===== src/rtl/emif_arb_pkg.sv =====
// Shared types and constants for the EMIF / local dual-requester RAM arbiter.
// Optional per-side access counters are built when ARB_STATS_EN is defined.
package emif_arb_pkg;

    localparam int DATA_W      = 16;
    localparam int EMIF_ADDR_W = 24;
    localparam int CNT_W       = 16;

    localparam logic OWN_EMIF = 1'b0;
    localparam logic OWN_LOC  = 1'b1;

    localparam logic WR = 1'b1;
    localparam logic RD = 1'b0;

    typedef enum logic [1:0] {
        SRC_NONE,
        SRC_EMIF,
        SRC_LOC
    } src_e;

    // Saturating increment for the access counters.
    function automatic logic [CNT_W-1:0] sat_inc(input logic [CNT_W-1:0] v);
        return (&v) ? v : v + 1'b1;
    endfunction

endpackage


===== src/rtl/arb_rd_tag_pipe.sv =====
// Owner-tagged read latency pipe: tracks RAM reads and steers returning data
// to the requester that issued them, RD_LAT+1 cycles after the RAM access.
module arb_rd_tag_pipe
    import emif_arb_pkg::*;
#(
    parameter int RD_LAT = 2
) (
    input  logic              i_clk,
    input  logic              i_rst_n,
    input  logic              i_vld,
    input  logic              i_own,
    input  logic [DATA_W-1:0] i_rdata,
    output logic [DATA_W-1:0] o_emif_rdata,
    output logic              o_emif_rvalid,
    output logic [DATA_W-1:0] o_loc_rdata,
    output logic              o_loc_rvalid
);

    logic [RD_LAT-1:0] r_vld;
    logic [RD_LAT-1:0] r_own;
    logic              w_exit_emif;
    logic              w_exit_loc;

    // The last shift stage lines up with the cycle the RAM presents data.
    assign w_exit_emif = r_vld[RD_LAT-1] && (r_own[RD_LAT-1] == OWN_EMIF);
    assign w_exit_loc  = r_vld[RD_LAT-1] && (r_own[RD_LAT-1] == OWN_LOC);

    always_ff @(posedge i_clk or negedge i_rst_n) begin
        if (!i_rst_n) begin
            r_vld         <= '0;
            r_own         <= '0;
            o_emif_rvalid <= 1'b0;
            o_loc_rvalid  <= 1'b0;
            o_emif_rdata  <= '0;
            o_loc_rdata   <= '0;
        end else begin
            r_vld[0] <= i_vld;
            r_own[0] <= i_own;
            for (int i = 1; i < RD_LAT; i++) begin
                r_vld[i] <= r_vld[i-1];
                r_own[i] <= r_own[i-1];
            end
            o_emif_rvalid <= w_exit_emif;
            o_loc_rvalid  <= w_exit_loc;
            if (w_exit_emif) o_emif_rdata <= i_rdata;
            if (w_exit_loc)  o_loc_rdata  <= i_rdata;
        end
    end

endmodule


===== src/rtl/emif_dpram_arbiter.sv =====
// Arbitrates one single-port RAM between the EMIF strobe stream (never stalled,
// always wins) and a local req/gnt requester. ARB_STATS_EN adds access counters.
module emif_dpram_arbiter
    import emif_arb_pkg::*;
#(
    parameter int ADDR_W = 12,
    parameter int RD_LAT = 2
) (
    input  logic                   clk_100m,
    input  logic                   rst_n,
    input  logic                   emif_wen,
    input  logic                   emif_ren,
    input  logic [EMIF_ADDR_W-1:0] emif_addr,
    input  logic [DATA_W-1:0]      emif_wdata,
    output logic [DATA_W-1:0]      emif_rdata,
    output logic                   emif_rvalid,
    input  logic                   loc_req,
    input  logic                   loc_we,
    input  logic [ADDR_W-1:0]      loc_addr,
    input  logic [DATA_W-1:0]      loc_wdata,
    output logic                   loc_gnt,
    output logic [DATA_W-1:0]      loc_rdata,
    output logic                   loc_rvalid,
    output logic                   ram_en,
    output logic                   ram_we,
    output logic [ADDR_W-1:0]      ram_addr,
    output logic [DATA_W-1:0]      ram_wdata,
`ifdef ARB_STATS_EN
    input  logic                   stats_clr,
    output logic [CNT_W-1:0]       emif_acc_cnt,
    output logic [CNT_W-1:0]       loc_acc_cnt,
`endif
    input  logic [DATA_W-1:0]      ram_rdata
);

    logic              r_ren_d;
    logic              r_pend_vld;
    logic              r_pend_we;
    logic [ADDR_W-1:0] r_pend_addr;
    logic [DATA_W-1:0] r_pend_wdata;
    logic              r_ram_own;
    logic              w_evt;
    logic              w_unused_addr;
    src_e              w_src;

    assign w_evt         = emif_wen | (emif_ren & ~r_ren_d);
    assign w_unused_addr = ^emif_addr[EMIF_ADDR_W-1:ADDR_W];

    // A fresh EMIF event also blocks the local side so the EMIF access
    // (issued next edge) is never reordered behind a local one.
    always_comb begin
        w_src = SRC_NONE;
        if (r_pend_vld)
            w_src = SRC_EMIF;
        else if (loc_req && !loc_gnt && !w_evt)
            w_src = SRC_LOC;
    end

    // Pending slot: drains every cycle it is full, so a refill never overflows.
    always_ff @(posedge clk_100m or negedge rst_n) begin
        if (!rst_n) begin
            r_ren_d      <= 1'b0;
            r_pend_vld   <= 1'b0;
            r_pend_we    <= RD;
            r_pend_addr  <= '0;
            r_pend_wdata <= '0;
        end else begin
            r_ren_d <= emif_ren;
            if (w_evt) begin
                r_pend_vld   <= 1'b1;
                r_pend_we    <= emif_wen ? WR : RD;
                r_pend_addr  <= emif_addr[ADDR_W-1:0];
                r_pend_wdata <= emif_wdata;
            end else begin
                r_pend_vld <= 1'b0;
            end
        end
    end

    always_ff @(posedge clk_100m or negedge rst_n) begin
        if (!rst_n) begin
            ram_en    <= 1'b0;
            ram_we    <= 1'b0;
            ram_addr  <= '0;
            ram_wdata <= '0;
            r_ram_own <= OWN_EMIF;
            loc_gnt   <= 1'b0;
        end else begin
            ram_en  <= 1'b0;
            ram_we  <= 1'b0;
            loc_gnt <= 1'b0;
            case (w_src)
                SRC_EMIF: begin
                    ram_en    <= 1'b1;
                    ram_we    <= r_pend_we;
                    ram_addr  <= r_pend_addr;
                    ram_wdata <= r_pend_wdata;
                    r_ram_own <= OWN_EMIF;
                end
                SRC_LOC: begin
                    ram_en    <= 1'b1;
                    ram_we    <= loc_we;
                    ram_addr  <= loc_addr;
                    ram_wdata <= loc_wdata;
                    r_ram_own <= OWN_LOC;
                    loc_gnt   <= 1'b1;
                end
                default: ;
            endcase
        end
    end

    arb_rd_tag_pipe #(
        .RD_LAT (RD_LAT)
    ) u_tag_pipe (
        .i_clk         (clk_100m),
        .i_rst_n       (rst_n),
        .i_vld         (ram_en && (ram_we == RD)),
        .i_own         (r_ram_own),
        .i_rdata       (ram_rdata),
        .o_emif_rdata  (emif_rdata),
        .o_emif_rvalid (emif_rvalid),
        .o_loc_rdata   (loc_rdata),
        .o_loc_rvalid  (loc_rvalid)
    );

`ifdef ARB_STATS_EN
    logic [CNT_W-1:0] r_emif_cnt;
    logic [CNT_W-1:0] r_loc_cnt;

    always_ff @(posedge clk_100m or negedge rst_n) begin
        if (!rst_n) begin
            r_emif_cnt <= '0;
            r_loc_cnt  <= '0;
        end else if (stats_clr) begin
            r_emif_cnt <= '0;
            r_loc_cnt  <= '0;
        end else begin
            if (w_src == SRC_EMIF) r_emif_cnt <= sat_inc(r_emif_cnt);
            if (w_src == SRC_LOC)  r_loc_cnt  <= sat_inc(r_loc_cnt);
        end
    end

    assign emif_acc_cnt = r_emif_cnt;
    assign loc_acc_cnt  = r_loc_cnt;
`endif

endmodule


===== config.mk =====
export PLATFORM = sky130hd
export DESIGN_NAME = emif_dpram_arbiter
export DESIGN_NICKNAME = d
export VERILOG_FILES = /design/src/rtl/emif_arb_pkg.sv /design/src/rtl/arb_rd_tag_pipe.sv /design/src/rtl/emif_dpram_arbiter.sv
export SDC_FILE = /design/constraint.sdc
export NUM_CORES = 1
export LEC_CHECK = 0
export CAP_MARGIN = 40
export CORE_UTILIZATION = 44
export DETAILED_ROUTE_END_ITERATION = 6
export PLACE_DENSITY_LB_ADDON = 0.3
export SLEW_MARGIN = 40
export SYNTH_ARGS = -nofsm -noshare
export SYNTH_HDL_FRONTEND = slang
export SYNTH_SLANG_ARGS = --single-unit

===== constraint.sdc =====
create_clock -name clk_100m -period 1.9 [get_ports clk_100m]
set_clock_uncertainty 0.2 [all_clocks]
set_input_delay 0.38 -clock clk_100m [delete_from_list [all_inputs] [get_ports clk_100m]]
set_output_delay 0.38 -clock clk_100m [all_outputs]
set_load 0.03 [all_outputs]

==> results of run 1 <==
[cells in the mapped netlist]
cell type | instances | share of area [%]
nand2b_1 | 3 | 0.46
a21oi_1 | 1 | 0.12
dfrtp_1 | 101 | 63
a22o_1 | 1 | 0.22
nor2b_1 | 1 | 0.15
or3_1 | 1 | 0.15
nor4_4 | 1 | 0.53
buf_6 | 5 | 1.4
buf_2 | 7 | 0.87
mux2_2 | 112 | 31
mux2_1 | 4 | 1.1
nor2b_4 | 1 | 0.34
o21bai_1 | 1 | 0.19
inv_1 | 5 | 0.46
nand2_1 | 1 | 0.093
nor2_1 | 1 | 0.093
[cells by family after synthesis]
family          after synthesis  synth area share, %
simple gates                  9                 1.83
buf+inv                      17                 2.73
flops                       101                 62.6
compound gates                3                0.527
mux                         116                 32.3
[stage by stage]
| stage | util (%) | power [mW] | instance area, um2 | worst slack [ps] |
|---|---|---|---|---|
| after floorplan | - | 3.84 | 4040 | 146 |
| after global placement | 64.0 | 4.73 | 5640 | -340 |
| after detailed placement | 64.0 | 4.78 | 5640 | -387 |
| after CTS | 65.5 | 5.98 | 5770 | 11.3 |
| after global routing | 65.6 | 6.20 | 5780 | 12.8 |
| final | 65.6 | 5.89 | 5780 | 57.1 |
[state kept, by name, summed over array words and instances (netlist names), 2 cells and up]
register	cells
r_pend_addr	12
r_pend_wdata	16
u_tag_pipe.r_vld	2
u_tag_pipe.o_loc_rdata	16
u_tag_pipe.o_emif_rdata	16
ram_addr	12
ram_wdata	16
u_tag_pipe.r_own	2
[routing by layer]
layer  wire (um)  track usage, %
met1        3430            22.5
met2        3810            28.8
met3         758            7.30
met4          58            5.24
met5           0               0
[layout by cell type, fill, tap and decap left out, drive strengths merged]
cell type        n
dlygate4sd3      1
dfrtp          101
o21bai           1
bufinv           1
nand2            1
nand2b           3
buf             13
inv              8
or3              1
clkinvlp         1
dlygate4sd2     65
nor2             1
clkbuf           9
a21oi            1
nor2b            2
a22o             1
mux2           116
clkinv           2
clkdlybuf4s50   76
nor4             1
[layout make-up]
| class | instances | area [um2] | share of cell area, % |
|---|---|---|---|
| flip-flops and latches | 101 | 2530 | 43.8 |
| repair buffers | 155 | 1480 | 25.6 |
| multi-input cells | 128 | 1410 | 24.4 |
| well taps | 108 | 135 | 2.34 |
| clock buffers | 9 | 124 | 2.14 |
| clock inverters | 7 | 82.6 | 1.43 |
| inverters | 5 | 18.8 | 0.325 |
[how the worst min path moves through the flow]
stage	start	endpoint	slack (ps)	cells past startpoint
floorplan	rst_n	loc_gnt	-120	0
global placement	u_tag_pipe.r_vld[0]	u_tag_pipe.r_vld[1]	130	0
detailed placement	u_tag_pipe.r_vld[0]	u_tag_pipe.r_vld[1]	140	0
CTS	u_tag_pipe.r_vld[0]	u_tag_pipe.r_vld[1]	160	0
global route	u_tag_pipe.r_vld[0]	u_tag_pipe.r_vld[1]	180	0
finish	u_tag_pipe.r_vld[0]	u_tag_pipe.r_vld[1]	160	0
[power groups by stage]
| stage | combinational, mW | sequential, mW | clock [mW] |
|---|---|---|---|
| finish | 1.81 | 2.68 | 1.40 |
| CTS | 1.83 | 2.69 | 1.46 |
| global route | 1.91 | 2.74 | 1.55 |
| detailed placement | 2.04 | 2.75 | 0 |
| global placement | 2.01 | 2.72 | 0 |
| floorplan | 0.497 | 3.34 | 0 |
[worst max-delay path, delay by kind of cell]
kind	cells	cell delay, ps
buffers and inverters	2	790
and+or+nand+nor	1	350
muxes	1	370
[repair_timing]
action / in CTS / in global routing
endpoints found under the setup margin: 65 / 17
endpoints found under the hold margin: 29 / 0
resized for setup: 65 / 1
hold buffers: 1 / 0
==> flow_metrics.tcl, run 1 <==
set metrics [dict create \
    run_status "finished, violations left" \
    violations "DRC" \
    p_int_mw 3.97 \
    setup-tns-final_ps 0 \
    antenna_found_initial 0 \
    ys_ff_latch 101 \
    vias_per_cell 4.97 \
    io_pins 155 \
    crit_path_max_incr_delay_ps 530 \
    syn_inst 246 \
    grt_pass1_wl_um 13300 \
    syn-num-nets 336 \
    ys.warnings.count 0 \
    nFillCells 691 \
    swShare_pct 32.7 \
    p_seq_share_pct 45.5 \
    cp_cell_sequence "clkdlybuf4s50_1, nor4_4, buf_6, mux2_2" \
    fin_hold_ws_ps 158 \
    dp_hpwl_um 5770 \
    drive_above_1_share_pct 35.6 \
    rrSetupSlack_ps 200 \
    place_inst 496 \
    cp.required_ps 1940 \
    post_cts_buffers 0 \
    max_slew.worst_pin.slew_ps 418 \
    drc 30 \
    slew_headroom_pct 72.1 \
    max_freq_ghz 0.543 \
    gr-total-overflow 0 \
    syn_to_final_growth_pct 43.0 \
    finalCriticalPeriod_ps 1840 \
    startpoint_type "input pin" \
    start_util_pct 45.9 \
    cts_root_buf "clkbuf_8" \
    cts_tree "built" \
    path_max_fanout 19 \
    max-vdd-ir-drop_mv 0.451 \
    crit_arrival_ps 1890 \
    clockBufferDepth 2 \
    hold_violations 0 \
    ys_types 16 \
    nets 490 \
    grt_max_degree 44 \
    htreeDepth 3 \
    cts.sinks 101 \
    slew_viol_final 0 \
    antenna_cells 0 \
    rsz0062_at_grt "no" \
    vias 2551 \
    synth-seq-area-share_pct 62.6 \
    holdCritPathClass "reg2reg" \
    cp_slowest_cell "clkdlybuf4s50_1" \
    netlist_area_um2 4040 \
    cp-startpoint "emif_wen" \
    core_um2 8810 \
    crit_type "in2reg" \
    clk_pin_slew_ps 100 \
    clock_latency_ps 350 \
    gp_congestion 0.677 \
    grt_pass1_vias 2695 \
    die_w_um 97.8 \
    track_usage_pct 18.0 \
    p_sw_mw 1.93 \
    r2r_start "r_pend_vld" \
    ant_nets 0 \
    drv_cap 0 \
    period_share_pct 97.0 \
    numCtsBuffers 9 \
    crit_path_end_kind "flop" \
    leakage_nw 2.54 \
    setup-violations-final 0 \
    combPwrFrac_pct 30.7 \
    portBuffers 142 \
    drtIter0Drc 71 \
    drt_first_pass_iters 6 \
    die_h_um 97.8 \
    rr_endpoint "ram_addr[10]" \
    die-area_um2 9570 \
    reg2reg_depth 3 \
    crit_path_end "ram_addr[9]" \
    powerDensity_nw_per_um2 1020 \
    final_cells 513 \
    postSynthAreaPerCell_um2 16.4 \
    wirelength_um 8060 \
    wire_per_inst_um 15.7 \
    rows 34 \
    clockPowerShare_pct 23.8 \
]
Note: power is estimated with default switching activity, not from simulation.
==> run 2: changes to the inputs <==
--- a/config.mk
+++ b/config.mk
@@ -8,6 +8,7 @@
 export CAP_MARGIN = 40
 export CORE_UTILIZATION = 44
 export DETAILED_ROUTE_END_ITERATION = 6
+export GPL_ROUTABILITY_DRIVEN = 0
 export PLACE_DENSITY_LB_ADDON = 0.3
 export SLEW_MARGIN = 40
 export SYNTH_ARGS = -nofsm -noshare
==> results of run 2 <==
Same layout as run 1: the final DEF is identical, and so are final timing and power.
